==> src/rtl/maindec_pkg.sv <==
// maindec_pkg: shared types, opcode constants and static control fields for the multicycle LEGv8 decoder
package maindec_pkg;
  typedef enum logic [2:0] {
    IDLE   = 3'd0,
    FETCH  = 3'd1,
    DECODE = 3'd2,
    EXEC   = 3'd3,
    MEM    = 3'd4,
    WB     = 3'd5,
    FAULT  = 3'd6
  } state_t;
  typedef enum logic [2:0] {
    R    = 3'd0,
    LDUR = 3'd1,
    STUR = 3'd2,
    CBZ  = 3'd3,
    ILL  = 3'd4
  } iclass_t;
  typedef struct packed {
    logic       reg2loc;
    logic       alusrc;
    logic       memtoreg;
    logic [1:0] aluop;
  } ctrl_t;
  localparam logic [10:0] OP_LDUR  = 11'b11111000010;
  localparam logic [10:0] OP_STUR  = 11'b11111000000;
  localparam logic [10:0] OP_CBZ   = 11'b10110100000;
  localparam logic [10:0] CBZ_MASK = 11'b11111111000;
  localparam logic [10:0] OP_ADD   = 11'b10001011000;
  localparam logic [10:0] OP_SUB   = 11'b11001011000;
  localparam logic [10:0] OP_AND   = 11'b10001010000;
  localparam logic [10:0] OP_ORR   = 11'b10101010000;
  localparam ctrl_t CTRL_R    = '{reg2loc: 1'b0, alusrc: 1'b0, memtoreg: 1'b0, aluop: 2'b10};
  localparam ctrl_t CTRL_LDUR = '{reg2loc: 1'b0, alusrc: 1'b1, memtoreg: 1'b1, aluop: 2'b00};
  localparam ctrl_t CTRL_STUR = '{reg2loc: 1'b1, alusrc: 1'b1, memtoreg: 1'b0, aluop: 2'b00};
  localparam ctrl_t CTRL_CBZ  = '{reg2loc: 1'b1, alusrc: 1'b0, memtoreg: 1'b0, aluop: 2'b01};
  function automatic ctrl_t ctrl_of(iclass_t c);
    return c == R    ? CTRL_R    :
           c == LDUR ? CTRL_LDUR :
           c == STUR ? CTRL_STUR :
           c == CBZ  ? CTRL_CBZ  : ctrl_t'('0);
  endfunction
endpackage

==> src/rtl/maindec_multicycle_if.sv <==
// maindec_multicycle_if: instruction/data memory handshake bundle
//   imem_req/imem_ack + Op : instruction fetch, Op valid while imem_ack=1
//   dmem_req/dmem_ack      : data access
//   master = control unit side, slave = memory side
interface maindec_multicycle_if;
  logic        imem_req;
  logic        imem_ack;
  logic [10:0] Op;
  logic        dmem_req;
  logic        dmem_ack;
  modport master(output imem_req, dmem_req, input imem_ack, dmem_ack, Op);
  modport slave(input imem_req, dmem_req, output imem_ack, dmem_ack, Op);
endinterface

==> src/rtl/maindec_classify.sv <==
// maindec_classify: combinational opcode to instruction class and static control fields
//   op   : latched 11-bit opcode
//   cls  : instruction class (ILL for anything unrecognised)
//   ctrl : Reg2Loc/ALUSrc/MemtoReg/ALUOp for that class, all zero for ILL
module maindec_classify
  import maindec_pkg::*;
(
  input  logic [10:0] op,
  output iclass_t     cls,
  output ctrl_t       ctrl
);
  assign cls = op == OP_LDUR                 ? LDUR :
               op == OP_STUR                 ? STUR :
               (op & CBZ_MASK) == OP_CBZ     ? CBZ  :
               (op == OP_ADD || op == OP_SUB ||
                op == OP_AND || op == OP_ORR) ? R    : ILL;
  assign ctrl = ctrl_of(cls);
endmodule

==> src/rtl/maindec_multicycle.sv <==
// maindec_multicycle: multicycle LEGv8 control FSM with memory-wait timeout, sticky fault and retire counter
//   clk, reset (async, active-low), run
//   mem      : memory handshake interface (master)
//   IRWrite/PCWrite pulse on fetch ack; Reg2Loc/ALUSrc/MemtoReg/ALUOp held DECODE..retire
//   RegWrite/MemRead/MemWrite/Branch strobes; state, fault, retired
//   ILLEGAL_TRAP_EN: when defined, an illegal opcode traps to FAULT instead of retiring as a NOP
module maindec_multicycle
  import maindec_pkg::*;
#(
  parameter int TIMEOUT = 16,
  parameter int TO_W    = $clog2(TIMEOUT + 1),
  parameter int CNT_W   = 32
) (
  input  logic             clk,
  input  logic             reset,
  input  logic             run,
  maindec_multicycle_if.master mem,
  output logic             IRWrite,
  output logic             PCWrite,
  output logic             Reg2Loc,
  output logic             ALUSrc,
  output logic             MemtoReg,
  output logic [1:0]       ALUOp,
  output logic             RegWrite,
  output logic             MemRead,
  output logic             MemWrite,
  output logic             Branch,
  output logic [2:0]       state,
  output logic             fault,
  output logic [CNT_W-1:0] retired
);
  state_t          state_q, state_n;
  logic [10:0]     op_q;
  logic [TO_W-1:0] to_q, to_n;
  iclass_t         cls;
  ctrl_t           ctrl, fld;
  logic            retire, waiting, timed_out, fetch_ack;
  maindec_classify u_classify (.op(op_q), .cls(cls), .ctrl(ctrl));
  assign fetch_ack    = state_q == FETCH && mem.imem_ack;
  // count reaching TIMEOUT on this cycle means the wait has lasted TIMEOUT cycles
  assign timed_out    = to_q == TO_W'(TIMEOUT - 1);
  assign mem.imem_req = state_q == FETCH;
  assign mem.dmem_req = state_q == MEM;
  assign IRWrite      = fetch_ack;
  assign PCWrite      = fetch_ack;
  assign RegWrite     = state_q == WB;
  assign MemRead      = state_q == MEM && cls == LDUR;
  assign MemWrite     = state_q == MEM && cls == STUR;
  assign Branch       = state_q == EXEC && cls == CBZ;
  assign fault        = state_q == FAULT;
  assign state        = state_q;
  // static fields come from the latched opcode, gated to the instruction's active states
  assign fld          = (state_q == DECODE || state_q == EXEC || state_q == MEM || state_q == WB) ? ctrl : '0;
  assign Reg2Loc      = fld.reg2loc;
  assign ALUSrc       = fld.alusrc;
  assign MemtoReg     = fld.memtoreg;
  assign ALUOp        = fld.aluop;
  always_comb begin
    state_n = state_q;
    retire  = 1'b0;
    waiting = 1'b0;
    case (state_q)
      IDLE:   state_n = run ? FETCH : IDLE;
      FETCH: begin
        waiting = !mem.imem_ack;
        state_n = mem.imem_ack ? DECODE : timed_out ? FAULT : FETCH;
      end
      DECODE: begin
`ifdef ILLEGAL_TRAP_EN
        state_n = cls == ILL ? FAULT : EXEC;
`else
        retire  = cls == ILL;
        state_n = EXEC;
`endif
      end
      EXEC: begin
        retire  = cls == CBZ;
        state_n = cls == R ? WB : MEM;
      end
      MEM: begin
        waiting = !mem.dmem_ack;
        retire  = mem.dmem_ack && cls == STUR;
        state_n = mem.dmem_ack ? WB : timed_out ? FAULT : MEM;
      end
      WB:     retire = 1'b1;
      FAULT:  state_n = FAULT;
      default: state_n = IDLE;
    endcase
    if (retire) state_n = run ? FETCH : IDLE;
  end
  // the wait counter only runs while parked in a waiting state and clears on any state change
  assign to_n = (waiting && state_n == state_q) ? to_q + TO_W'(1) : '0;
  always_ff @(posedge clk or negedge reset) begin
    if (!reset) begin
      state_q <= IDLE;
      op_q    <= '0;
      to_q    <= '0;
      retired <= '0;
    end else begin
      state_q <= state_n;
      op_q    <= fetch_ack ? mem.Op : op_q;
      to_q    <= to_n;
      retired <= retired + CNT_W'(retire);
    end
  end
endmodule
==> src/flat_wrapper.sv <==
// flat-port wrapper written by rule: the top's interface ports become plain ports
module maindec_multicycle_flat import maindec_pkg::*;
#(
  parameter int TIMEOUT = 16,
  parameter int TO_W    = $clog2(TIMEOUT + 1),
  parameter int CNT_W   = 32
)
  (clk, reset, run, IRWrite, PCWrite, Reg2Loc, ALUSrc, MemtoReg, ALUOp, RegWrite, MemRead, MemWrite, Branch, state, fault, retired, mem_imem_req, mem_dmem_req, mem_imem_ack, mem_dmem_ack, mem_Op);
  maindec_multicycle_if mem_i ();
  input  logic clk;
  input  logic reset;
  input  logic run;
  output logic IRWrite;
  output logic PCWrite;
  output logic Reg2Loc;
  output logic ALUSrc;
  output logic MemtoReg;
  output logic [1:0] ALUOp;
  output logic RegWrite;
  output logic MemRead;
  output logic MemWrite;
  output logic Branch;
  output logic [2:0] state;
  output logic fault;
  output logic [CNT_W-1:0] retired;
  output wire logic [$bits(mem_i.imem_req)-1:0] mem_imem_req;
  output wire logic [$bits(mem_i.dmem_req)-1:0] mem_dmem_req;
  input wire logic [$bits(mem_i.imem_ack)-1:0] mem_imem_ack;
  input wire logic [$bits(mem_i.dmem_ack)-1:0] mem_dmem_ack;
  input wire logic [$bits(mem_i.Op)-1:0] mem_Op;
  assign mem_imem_req = mem_i.imem_req;
  assign mem_dmem_req = mem_i.dmem_req;
  assign mem_i.imem_ack = mem_imem_ack;
  assign mem_i.dmem_ack = mem_dmem_ack;
  assign mem_i.Op = mem_Op;
  maindec_multicycle #(.TIMEOUT(TIMEOUT), .TO_W(TO_W), .CNT_W(CNT_W)) u_core (.clk(clk), .reset(reset), .run(run), .mem(mem_i), .IRWrite(IRWrite), .PCWrite(PCWrite), .Reg2Loc(Reg2Loc), .ALUSrc(ALUSrc), .MemtoReg(MemtoReg), .ALUOp(ALUOp), .RegWrite(RegWrite), .MemRead(MemRead), .MemWrite(MemWrite), .Branch(Branch), .state(state), .fault(fault), .retired(retired));
endmodule
==> config.mk <==
export PLATFORM = sky130hd
export DESIGN_NAME = maindec_multicycle_flat
export DESIGN_NICKNAME = d
export VERILOG_FILES = /design/src/rtl/maindec_pkg.sv /design/src/rtl/maindec_multicycle_if.sv /design/src/rtl/maindec_classify.sv /design/src/rtl/maindec_multicycle.sv /design/src/flat_wrapper.sv
export SDC_FILE = /design/constraint.sdc
export NUM_CORES = 1
export LEC_CHECK = 0
export ABC_AREA = 1
export CAP_MARGIN = 15
export CORE_MARGIN = 2
export CORE_UTILIZATION = 45
export CTS_CLUSTER_SIZE = 10
export DETAILED_ROUTE_END_ITERATION = 8
export GPL_ROUTABILITY_DRIVEN = 0
export PLACE_DENSITY_LB_ADDON = 0.3
export SYNTH_ARGS = -nofsm -noshare
export SYNTH_HDL_FRONTEND = slang
export SYNTH_HIERARCHICAL = 1
export SYNTH_SLANG_ARGS = --single-unit
==> constraint.sdc <==
create_clock -name clk -period 3.3 [get_ports clk]
set_input_delay 0.66 -clock clk [delete_from_list [all_inputs] [get_ports clk]]
set_output_delay 0.66 -clock clk [all_outputs]
set_load 0.01 [all_outputs]
==> results by group, run 1 <==
Route
  – Drt wl/cell: about 13 µm
  – # DRC: 5
  – Initial DRC count: 135
  – DRT antenna net count: 0
  – Vias per cell: ~5
  – First-pass DRT Iterations: 6
  – DR vias: 2555
  – Total wire length: 6.60 mm

Worst setup path
  – CP startpoint: u_core/op_q[2]$_DFFE_PN0P_
  – Cell mode on critical path: nor2_4
  – Worst-path cell chain: inv_1 -> nand2_4 -> nor2_4 -> nand2_2 -> o21ai_2 -> nor2_2 -> inv_1 -> nand3_1 -> nor2_1 -> nor2_1 -> nand2_1 -> ha_2 -> ha_2 -> nand2_2 -> nor2_4 -> nand4_4 -> nor2_4 -> nand3_2 -> nand3b_4 -> xor2_1
  – Required time of the worst setup path: 3.49 ns
  – Critical Path End Type: register
  – CP max stage cell: dfrtp_1
  – Critical path class: register to register
  – Reg-to-Reg Start: u_core/op_q[2]$_DFFE_PN0P_
  – Crit path launch type: register
  – Worst-path maximum fanout: 5
  – CP arrival: 3.27 ns
  – Critical Path Max Stage Delay: approximately 0.41 ns

Power and ir drop
  – Switch share: 0.387
  – Sw Pwr: 0.893 mW
  – P_leak: between 1.5 and 2 nW
  – Pwr Density: between 500 and 600 nW/µm²
  – Sequential share of power: 0.395
  – Power Internal: 1.42 mW
  – Worst vdd ir: 0.256 mV
  – Clk pwr share: 0.218
  – Power share of the combinational group: 0.386

Clock network
  – CTS buffer count: 5
  – H-tree depth: 2
  – Clk_lat worst skew: roughly 0.30 ns
  – Clk pin slew, worst setup/hold paths: 0.09 ns
  – CTS Sinks: 51
  – Cts hold-fix bufs: 0
  – CTS max path bufs: 2
  – CTS tree: built
  – Clock Tree Root: clkbuf_8

Synthesis
  – Post-synthesis cell area: approximately 3000 µm²
  – Most area-consuming cells after synthesis: dfrtp_1, nand2_1, nor2_1
  – Synthesized instance count: around 370
  – Yosys top cell by area: dfrtp_1
  – Syn avg cell area: 8.25 µm²
  – Sequential area share after synthesis: 0.423
  – Flops & latches, synth: 51
  – Yosys top cell area share: 0.423
  – Synth unique cells: 35
  – Syn nets: 387
  – Yosys warning count: 6

Global route
  – GRT Total Usage: 0.191
  – Largest net degree at the start of global routing: 28
  – Initial antenna violation count: 0
  – Global-route wire length before repair: 11.3 mm
  – Total global routing overflow: 0
  – Vias in the first global route: 2504

Cells and area
  – Most frequent cells in the layout: nand2_1, clkdlybuf4s50_1, dfrtp_1
  – Final net count: 456
  – Post-Layout Inst Area: 3900 µm²
  – Layout cell share with drive strength beyond 1: 0.147
  – Antenna diodes: 0
  – Commonest non-fill, non-tap cell in the layout: nand2_1
  – P&R area growth vs syn: 29.1%

Timing
  – RSZ-0062 raised after global routing: yes
  – Fin crit period: 3.08 ns
  – Relative slew slack: 0.590
  – Finish-stage setup viols: 0
  – Worst Slack Setup Final: 0.223 ns
  – Worst slew pin tran: 0.614 ns
  – Worst-case clock skew: 0.00540 ns
  – Slew Viols, Final: 0
  – Fmax: approximately 0.32 GHz
  – Endpoints failing hold: 0
  – Setup TNS: 0 ns
  – Final period utilization: 0.932

Placed design
  – Hpwl dp: 5.01 mm
  – Post-place setup slack: 0.123 ns
  – Cell Area, Placed: 3730 µm²
  – Buffers on Ports: 64

Floorplanning
  – Placeable Area: 6420 µm²
  – Row cnt: 29
  – Chip Width: 85.9 µm
  – Initial Util: 0.470
  – IO Count: 65
  – Die ar.: 7380 µm²
  – Die H: between 80 and 90 µm

Run status
  – Failing checks: design-rule violations
  – Status: complete, but fails checks

Worst hold path
  – Worst hold-check path type: primary input to async pin

Run
  – MaxCap Viol Count: 0
[routing by layer]
layer	routed length, µm	up-vias	global-route usage
met5	0	-	0
met4	121	0	0.0635
met3	317	12	0.0423
met2	3090	73	0.309
met1	3070	1183	0.255
li1	-	1287	-
[path summary, 6_finish.rpt]
kind / to / depth (start not counted) / slack (ns)
worst max-delay path: u_core/retired[28]$_DFF_PN0_ / 20 / 0.22
worst min-delay path: u_core/retired[14]$_DFF_PN0_ / 1 / 0.36
worst max register to register: u_core/retired[28]$_DFF_PN0_ / 20 / 0.22
worst min register to register: u_core/to_q[0]$_DFF_PN0_ / 1 / 0.49
max in group asynchronous: u_core/retired[22]$_DFF_PN0_ / 2 / 2.17
min in group clk: u_core/to_q[0]$_DFF_PN0_ / 1 / 0.49
[repair_timing]
item	4_1_cts	5_1_grt
buffers inserted	0	1
endpoints found under the setup margin	0	3
resized for setup	0	6
[state kept, by name, indices dropped and copies added, names as in the netlist]
name and count:
u_core/retired 32, u_core/op_q 11, u_core/to_q 5, u_core/state 3
[cell usage after synthesis, drive strengths merged]
library cell / n
o21ai: 4
o22ai: 1
clkbuf: 1
and3: 1
nand4: 7
nand2: 106
dfrtp: 51
xnor2: 13
a21oi: 1
nor3: 16
buf: 4
nor4: 5
inv: 41
nand3b: 2
nand3: 27
xor2: 19
clkinv: 1
ha: 5
and2: 1
nor2: 60
[layout make-up]
class	count	area [µm²]
sequential	51	1280
clock inverter	2	60.1
clock buffer	6	72.6
tap	77	96.3
inverter	42	159
multi-input combinational	268	1570
timing repair buffer	67	658
fill	567	2530
[power by group through the flow]
stage	clock network, mW	registers [mW]	logic, mW
finish	0.504	0.912	0.892
global route	0.548	0.937	0.990
CTS	0.520	0.905	0.882
detailed placement	0	0.917	0.878
global placement	0	0.913	0.861
floorplan	0	0.883	0.624
[worst max-delay path, delay by kind of cell, from the launching register on]
family | cells | cell delay, ns
xor+xnor | 1 | 0.14
buf+inv | 2 | 0.20
simple gates | 14 | 1.68
fa+ha+maj | 2 | 0.41
flops | 1 | 0.41
compound gates | 1 | 0.12
[logic make-up after synthesis]
kind of cell	synth area share
adders and majority gates	0.0207
buffers and inverters	0.0643
DFF	0.423
AOI/OAI and AO/OA	0.0187
xor gates and xnor gates	0.0929
and+or+nand+nor	0.381
[metrics by stage]
step / power (mW) / hold slack (ns) / utilization / std cells
4_1_cts: 2.31 / 0.375 / 0.601 / 512
2_1_floorplan: 1.51 / 0.364 / - / 366
3_3_place_gp: 1.77 / 0.464 / 0.581 / 504
6_report: 2.31 / 0.363 / 0.607 / 513
3_5_place_dp: 1.80 / 0.482 / 0.581 / 504
5_1_grt: 2.47 / 0.388 / 0.607 / 513
Power figures use the tool's default switching activity.
==> inputs of run 2 (changes only) <==
--- a/config.mk
+++ b/config.mk
@@ -12,7 +12,7 @@
 export CTS_CLUSTER_SIZE = 10
 export DETAILED_ROUTE_END_ITERATION = 8
 export GPL_ROUTABILITY_DRIVEN = 0
-export PLACE_DENSITY_LB_ADDON = 0.3
+export PLACE_DENSITY = 0.78
 export SYNTH_ARGS = -nofsm -noshare
 export SYNTH_HDL_FRONTEND = slang
 export SYNTH_HIERARCHICAL = 1
==> results by group, run 2 (synthesis gave the netlist of run 1 again) <==
Clock network
  – CTS buffer count: 5 (unchanged)
  – Clock Tree Root: clkbuf_8 (unchanged)
  – Clk_lat worst skew: 0.30 ns (about the same)
  – CTS tree: built (unchanged)
  – CTS max path bufs: 2 (unchanged)
  – H-tree depth: 2 (unchanged)
  – Clk pin slew, worst setup/hold paths: 0.10 ns (was 0.09 ns)
  – Cts hold-fix bufs: 0 (unchanged)
  – CTS Sinks: 51 (unchanged)

Cells and area
  – P&R area growth vs syn: 28.2% (was 29.1%)
  – Final net count: 455 (was 456)
  – Commonest non-fill, non-tap cell in the layout: nand2_1 (unchanged)
  – Final core occ: 0.602 (was 0.607)
  – Most frequent cells in the layout: nand2_1, clkdlybuf4s50_1, dfrtp_1 (unchanged)
  – Antenna diodes: 0 (unchanged)
  – Layout cell share with drive strength beyond 1: 0.143 (was 0.147)
  – Biggest regs: u_core/retired (32), u_core/op_q (11), u_core/to_q (5) (unchanged)
  – Post-Layout Inst Area: 3870 µm² (was 3900 µm²)
  – Top reg by flops: u_core/retired (unchanged)
  – Max FFs per register: 32 (unchanged)

Route
  – DRT antenna net count: 0 (unchanged)
  – Initial DRC count: 113 (was 135)
  – Drt wl/cell: 12.7 µm (was 12.9 µm)
  – First-pass DRT Iterations: 7 (was 6)
  – Vias per cell: 4.96 (was 4.98)
  – # DRC: 5 (unchanged)
  – Total wire length: 6.49 mm (was 6.60 mm)
  – DR vias: 2540 (was 2555)

Timing
  – Endpoints failing hold: 0 (unchanged)
  – Worst Slack Setup Final: 0.265 ns (was 0.223 ns)
  – Finish-stage setup viols: 0 (unchanged)
  – Worst slew pin tran: 0.725 ns (was 0.614 ns)
  – Fmax: 0.330 GHz (was 0.325 GHz)
  – Fin crit period: 3.03 ns (was 3.08 ns)
  – Slew Viols, Final: 0 (unchanged)
  – Setup TNS: 0 ns (unchanged)
  – RSZ-0062 raised after global routing: no (was yes)
  – Worst-case clock skew: 0.0121 ns (was 0.00540 ns)
  – Relative slew slack: 0.517 (was 0.590)
  – Final period utilization: 0.920 (was 0.932)

Floorplanning
  – IO Count: 65 (unchanged)
  – Placeable Area: 6420 µm² (unchanged)
  – Die ar.: 7380 µm² (unchanged)
  – Die H: 85.9 µm (unchanged)
  – Chip Width: 85.9 µm (unchanged)
  – Row cnt: 29 (unchanged)
  – Initial Util: 0.470 (unchanged)

Worst setup path
  – Cell mode on critical path: nor2_4 (unchanged)
  – Critical Path End Type: register (unchanged)
  – Crit path launch type: register (unchanged)
  – Worst-path maximum fanout: 5 (unchanged)
  – Worst-path cell chain: inv_1 -> nand2_4 -> nor2_4 -> nand2_2 -> o21ai_2 -> nor2_2 -> inv_1 -> nand3_1 -> nor2_1 -> nor2_1 -> nand2_1 -> ha_2 -> ha_2 -> nand2_2 -> nor2_4 -> nand4_4 -> nor2_4 -> nand3_2 -> nand3b_4 -> xor2_1 (unchanged)
  – Critical path class: register to register (unchanged)
  – Critical Path Max Stage Delay: 0.42 ns (was 0.41 ns)
  – Reg-to-reg slack, setup: 0.27 ns (was 0.22 ns)
  – CP max stage cell: dfrtp_1 (unchanged)
  – Buf+Inv Stages, Crit Path: 2 (unchanged)
  – CP delay by family, top: simple AND/OR/NAND/NOR gates (unchanged)
  – Required time of the worst setup path: 3.48 ns (was 3.49 ns)
  – CP arrival: 3.22 ns (was 3.27 ns)

Run status
  – Failing checks: design-rule violations (unchanged)
  – Status: complete, but fails checks (unchanged)

Worst hold path
  – Worst hold-check path type: primary input to async pin (unchanged)

Placed design
  – Buffers on Ports: 64 (unchanged)
  – Post-place setup slack: 0.154 ns (was 0.123 ns)
  – Cell Area, Placed: 3730 µm² (unchanged)
  – Hpwl dp: 5.02 mm (was 5.01 mm)

Power and ir drop
  – Pwr Density: 591 nW/µm² (was 593 nW/µm²)
  – Worst vdd ir: 0.187 mV (was 0.256 mV)
  – P_leak: 1.82 nW (was 1.83 nW)
  – Post-route total power: 2.29 mW (was 2.31 mW)

Run
  – MaxCap Viol Count: 0 (unchanged)

Global route
  – Vias in the first global route: 2416 (was 2504)
  – Total global routing overflow: 0 (unchanged)
  – Largest net degree at the start of global routing: 34 (was 28)
  – Global-route wire length before repair: 10.8 mm (was 11.3 mm)
  – GRT Total Usage: 0.181 (was 0.191)
  – Initial antenna violation count: 0 (unchanged)
-- run 2: metrics by stage --
| step | std cells | hold WS (ns) |
|---|---|---|
| finish | 512 | 0.415 |
| global route | 512 | 0.466 |
| CTS | 512 | 0.425 |
| detailed placement | 504 | 0.463 |
| global placement | 504 | 0.460 |
| floorplan | 366 | 0.364 |
-- run 2: final timing paths --
check / start / endpoint / depth (start not counted)
max: u_core/op_q[2]$_DFFE_PN0P_ / u_core/retired[28]$_DFF_PN0_ / 20
min: reset / u_core/retired[26]$_DFF_PN0_ / 1
max reg2reg: u_core/op_q[2]$_DFFE_PN0P_ / u_core/retired[28]$_DFF_PN0_ / 20
min reg2reg: u_core/retired[31]$_DFF_PN0_ / u_core/retired[31]$_DFF_PN0_ / 1
max in group asynchronous: reset / u_core/op_q[1]$_DFFE_PN0P_ / 2
min in group clk: u_core/retired[31]$_DFF_PN0_ / u_core/retired[31]$_DFF_PN0_ / 1
-- run 2: area by class of cell --
type,instances,area [µm²]
fillers,577,2550
multi-input cells,268,1550
flip-flops and latches,51,1280
repair buffers,66,651
inverters,42,159
well taps,77,96.3
clock buffers,6,72.6
clock inverters,2,60.1
-- run 2: timing repair --
action	in CTS	in global routing
setup buffers	0	0
endpoints found under the setup margin	0	2
gates resized for setup	0	2
-- run 2: per-layer routing --
| layer | vias up | share of wire | GRT usage |
|---|---|---|---|
| li1 | 1291 | - | - |
| met1 | 1180 | 0.46 | 0.249 |
| met2 | 69 | 0.49 | 0.304 |
| met3 | 0 | 0.049 | 0.0298 |
| met4 | 0 | 0 | 0.0332 |
| met5 | - | 0 | 0 |
-- run 2: power breakdown --
part | internal (mW) | switching, mW | total, mW
sequential | 0.744 | 0.162 | 0.906
clock | 0.303 | 0.198 | 0.501
combinational | 0.364 | 0.514 | 0.878
total | 1.41 | 0.874 | 2.29
==> inputs of run 3 (changes only) <==
--- a/config.mk
+++ b/config.mk
@@ -7,7 +7,6 @@
 export LEC_CHECK = 0
 export ABC_AREA = 1
 export CAP_MARGIN = 15
-export CORE_MARGIN = 2
 export CORE_UTILIZATION = 45
 export CTS_CLUSTER_SIZE = 10
 export DETAILED_ROUTE_END_ITERATION = 8
==> results by group, run 3 (synthesis gave the netlist of run 1 again) <==
Global route
  – Initial antenna violation count: 0 (unchanged)
  – Vias in the first global route: 2528 (was 2416)
  – Total global routing overflow: 0 (unchanged)
  – GRT Total Usage: 0.202 (was 0.181)
  – Global-route wire length before repair: 11.6 mm (was 10.8 mm)
  – Largest net degree at the start of global routing: 35 (was 34)

Route
  – Drt wl/cell: 13.1 µm (was 12.7 µm)
  – DRT antenna net count: 0 (unchanged)
  – Total wire length: 6.72 mm (was 6.49 mm)
  – Initial DRC count: 188 (was 113)
  – First-pass DRT Iterations: 6 (was 7)
  – DR vias: 2601 (was 2540)
  – Vias per cell: 5.08 (was 4.96)
  – # DRC: 10 (was 5)

Worst setup path
  – Required time of the worst setup path: 3.50 ns (was 3.48 ns)
  – Reg2Reg Depth: 20 (unchanged)
  – Critical Path Max Stage Delay: 0.45 ns (was 0.42 ns)
  – CP max stage cell: dfrtp_1 (unchanged)
  – CP delay by family, top: simple AND/OR/NAND/NOR gates (unchanged)
  – Reg-to-reg slack, setup: 0.26 ns (was 0.27 ns)
  – CP endpoint: u_core/retired[28]$_DFF_PN0_ (unchanged)
  – CP startpoint: u_core/op_q[3]$_DFFE_PN0P_ (was u_core/op_q[2]$_DFFE_PN0P_)
  – Buf+Inv Stages, Crit Path: 2 (unchanged)
  – Worst-path cell chain: inv_2 -> nand2_4 -> nor2_4 -> nand2_2 -> o21ai_2 -> nor2_2 -> inv_1 -> nand3_1 -> nor2_1 -> nor2_1 -> nand2_1 -> ha_1 -> ha_1 -> nand2_2 -> nor2_4 -> nand4_4 -> nor2_4 -> nand3_2 -> nand3b_4 -> xor2_1 (was inv_1 -> nand2_4 -> nor2_4 -> nand2_2 -> o21ai_2 -> nor2_2 -> inv_1 -> nand3_1 -> nor2_1 -> nor2_1 -> nand2_1 -> ha_2 -> ha_2 -> nand2_2 -> nor2_4 -> nand4_4 -> nor2_4 -> nand3_2 -> nand3b_4 -> xor2_1)
  – Critical Path End Type: register (unchanged)
  – Cell mode on critical path: nor2_4 (unchanged)
  – WP depth: 20 (unchanged)
  – CP arrival: 3.24 ns (was 3.22 ns)
  – Worst-path maximum fanout: 5 (unchanged)
  – R2r endpoint: u_core/retired[28]$_DFF_PN0_ (unchanged)
  – Critical path class: register to register (unchanged)
  – Reg-to-Reg Start: u_core/op_q[3]$_DFFE_PN0P_ (was u_core/op_q[2]$_DFFE_PN0P_)
  – Crit path launch type: register (unchanged)

Floorplanning
  – Die H: 83.9 µm (was 85.9 µm)
  – Initial Util: 0.470 (unchanged)
  – Placeable Area: 6420 µm² (unchanged)
  – IO Count: 65 (unchanged)
  – Die ar.: 7040 µm² (was 7380 µm²)
  – Chip Width: 83.9 µm (was 85.9 µm)
  – Row cnt: 29 (unchanged)

Timing
  – Worst slew pin tran: 0.516 ns (was 0.725 ns)
  – Worst Slack Setup Final: 0.256 ns (was 0.265 ns)
  – Finish-stage setup viols: 0 (unchanged)
  – Setup TNS: 0 ns (unchanged)
  – Worst-case clock skew: 0.00600 ns (was 0.0121 ns)
  – Fin crit period: 3.04 ns (was 3.03 ns)
  – Relative slew slack: 0.654 (was 0.517)
  – RSZ-0062 raised after global routing: no (unchanged)
  – Slew Viols, Final: 0 (unchanged)
  – Fmax: 0.328 GHz (was 0.330 GHz)
  – Endpoints failing hold: 0 (unchanged)
  – Final period utilization: 0.923 (was 0.920)

Cells and area
  – Layout cell share with drive strength beyond 1: 0.140 (was 0.143)
  – Most frequent cells in the layout: nand2_1, clkdlybuf4s50_1, dfrtp_1 (unchanged)
  – Biggest regs: u_core/retired (32), u_core/op_q (11), u_core/to_q (5) (unchanged)
  – Max FFs per register: 32 (unchanged)
  – Final core occ: 0.602 (about the same)
  – Antenna diodes: 0 (unchanged)
  – Top reg by flops: u_core/retired (unchanged)
  – Final net count: 455 (unchanged)
  – Commonest non-fill, non-tap cell in the layout: nand2_1 (unchanged)
  – P&R area growth vs syn: 28.1% (was 28.2%)

Run status
  – Failing checks: design-rule violations (unchanged)
  – Status: complete, but fails checks (unchanged)

Power and ir drop
  – Worst vdd ir: 0.231 mV (was 0.187 mV)
  – Pwr Density: 595 nW/µm² (was 591 nW/µm²)
  – Post-route total power: 2.30 mW (was 2.29 mW)
  – P_leak: 1.82 nW (about the same)

Clock network
  – Post-CTS setup repair buffer count: 0 (unchanged)
  – Cts hold-fix bufs: 0 (unchanged)
  – H-tree depth: 2 (unchanged)
  – Post-cts sizing count: 0 (unchanged)
  – CTS buffer count: 5 (unchanged)
  – Clock Tree Root: clkbuf_8 (unchanged)
  – Clk_lat worst skew: 0.31 ns (was 0.30 ns)
  – Clk pin slew, worst setup/hold paths: 0.10 ns (about the same)
  – CTS tree: built (unchanged)
  – CTS max path bufs: 2 (unchanged)
  – CTS Sinks: 51 (unchanged)

Placed design
  – Buffers on Ports: 64 (unchanged)
  – Post-place setup slack: 0.140 ns (was 0.154 ns)
  – Hpwl dp: 5.18 mm (was 5.02 mm)

Worst hold path
  – Worst hold-check path type: primary input to async pin (unchanged)

Run
  – MaxCap Viol Count: 0 (unchanged)
==> run 3: metrics by stage <==
stage          hold WS, ns  area [µm²]  cells
6_report             0.274        3870    512
5_1_grt              0.289        3870    512
4_1_cts              0.281        3870    512
3_5_place_dp         0.466        3730    504
3_3_place_gp         0.467        3730    504
2_1_floorplan        0.364        3020    366
==> run 3: layout make-up <==
| type | instances | area, µm² |
|---|---|---|
| multi-input cells | 268 | 1550 |
| repair buffers | 66 | 651 |
| clock buffers | 5 | 68.8 |
| well taps | 77 | 96.3 |
| inverters | 42 | 159 |
| clock inverters | 3 | 67.6 |
| flip-flops and latches | 51 | 1280 |
| fillers | 553 | 2560 |
==> run 3: how the worst min path moves through the flow <==
| stage | start | end | cells past startpoint |
|---|---|---|---|
| 6_report | reset | u_core/retired[6]$_DFF_PN0_ | 1 |
| 5_1_grt | reset | u_core/retired[6]$_DFF_PN0_ | 1 |
| 4_1_cts | reset | u_core/retired[6]$_DFF_PN0_ | 1 |
| 3_5_place_dp | u_core/retired[31]$_DFF_PN0_ | u_core/retired[31]$_DFF_PN0_ | 1 |
| 3_3_place_gp | u_core/to_q[0]$_DFF_PN0_ | u_core/to_q[0]$_DFF_PN0_ | 1 |
| 2_1_floorplan | reset | u_core/op_q[0]$_DFFE_PN0P_ | 0 |
==> run 3: where the power goes <==
part	switching (mW)	leakage, nW	internal [mW]	total [mW]
Clock	0.212	0.0644	0.302	0.514
Sequential	0.164	0.675	0.744	0.908
Combinational	0.516	1.08	0.363	0.879
==> run 3: routing by layer <==
layer  share of wire  vias up  GRT usage
met1            0.44     1233      0.257
li1                -     1283          -
met3           0.050        9     0.0376
met4           0.011        0     0.0455
met5               0        -          0
met2            0.50       76      0.358
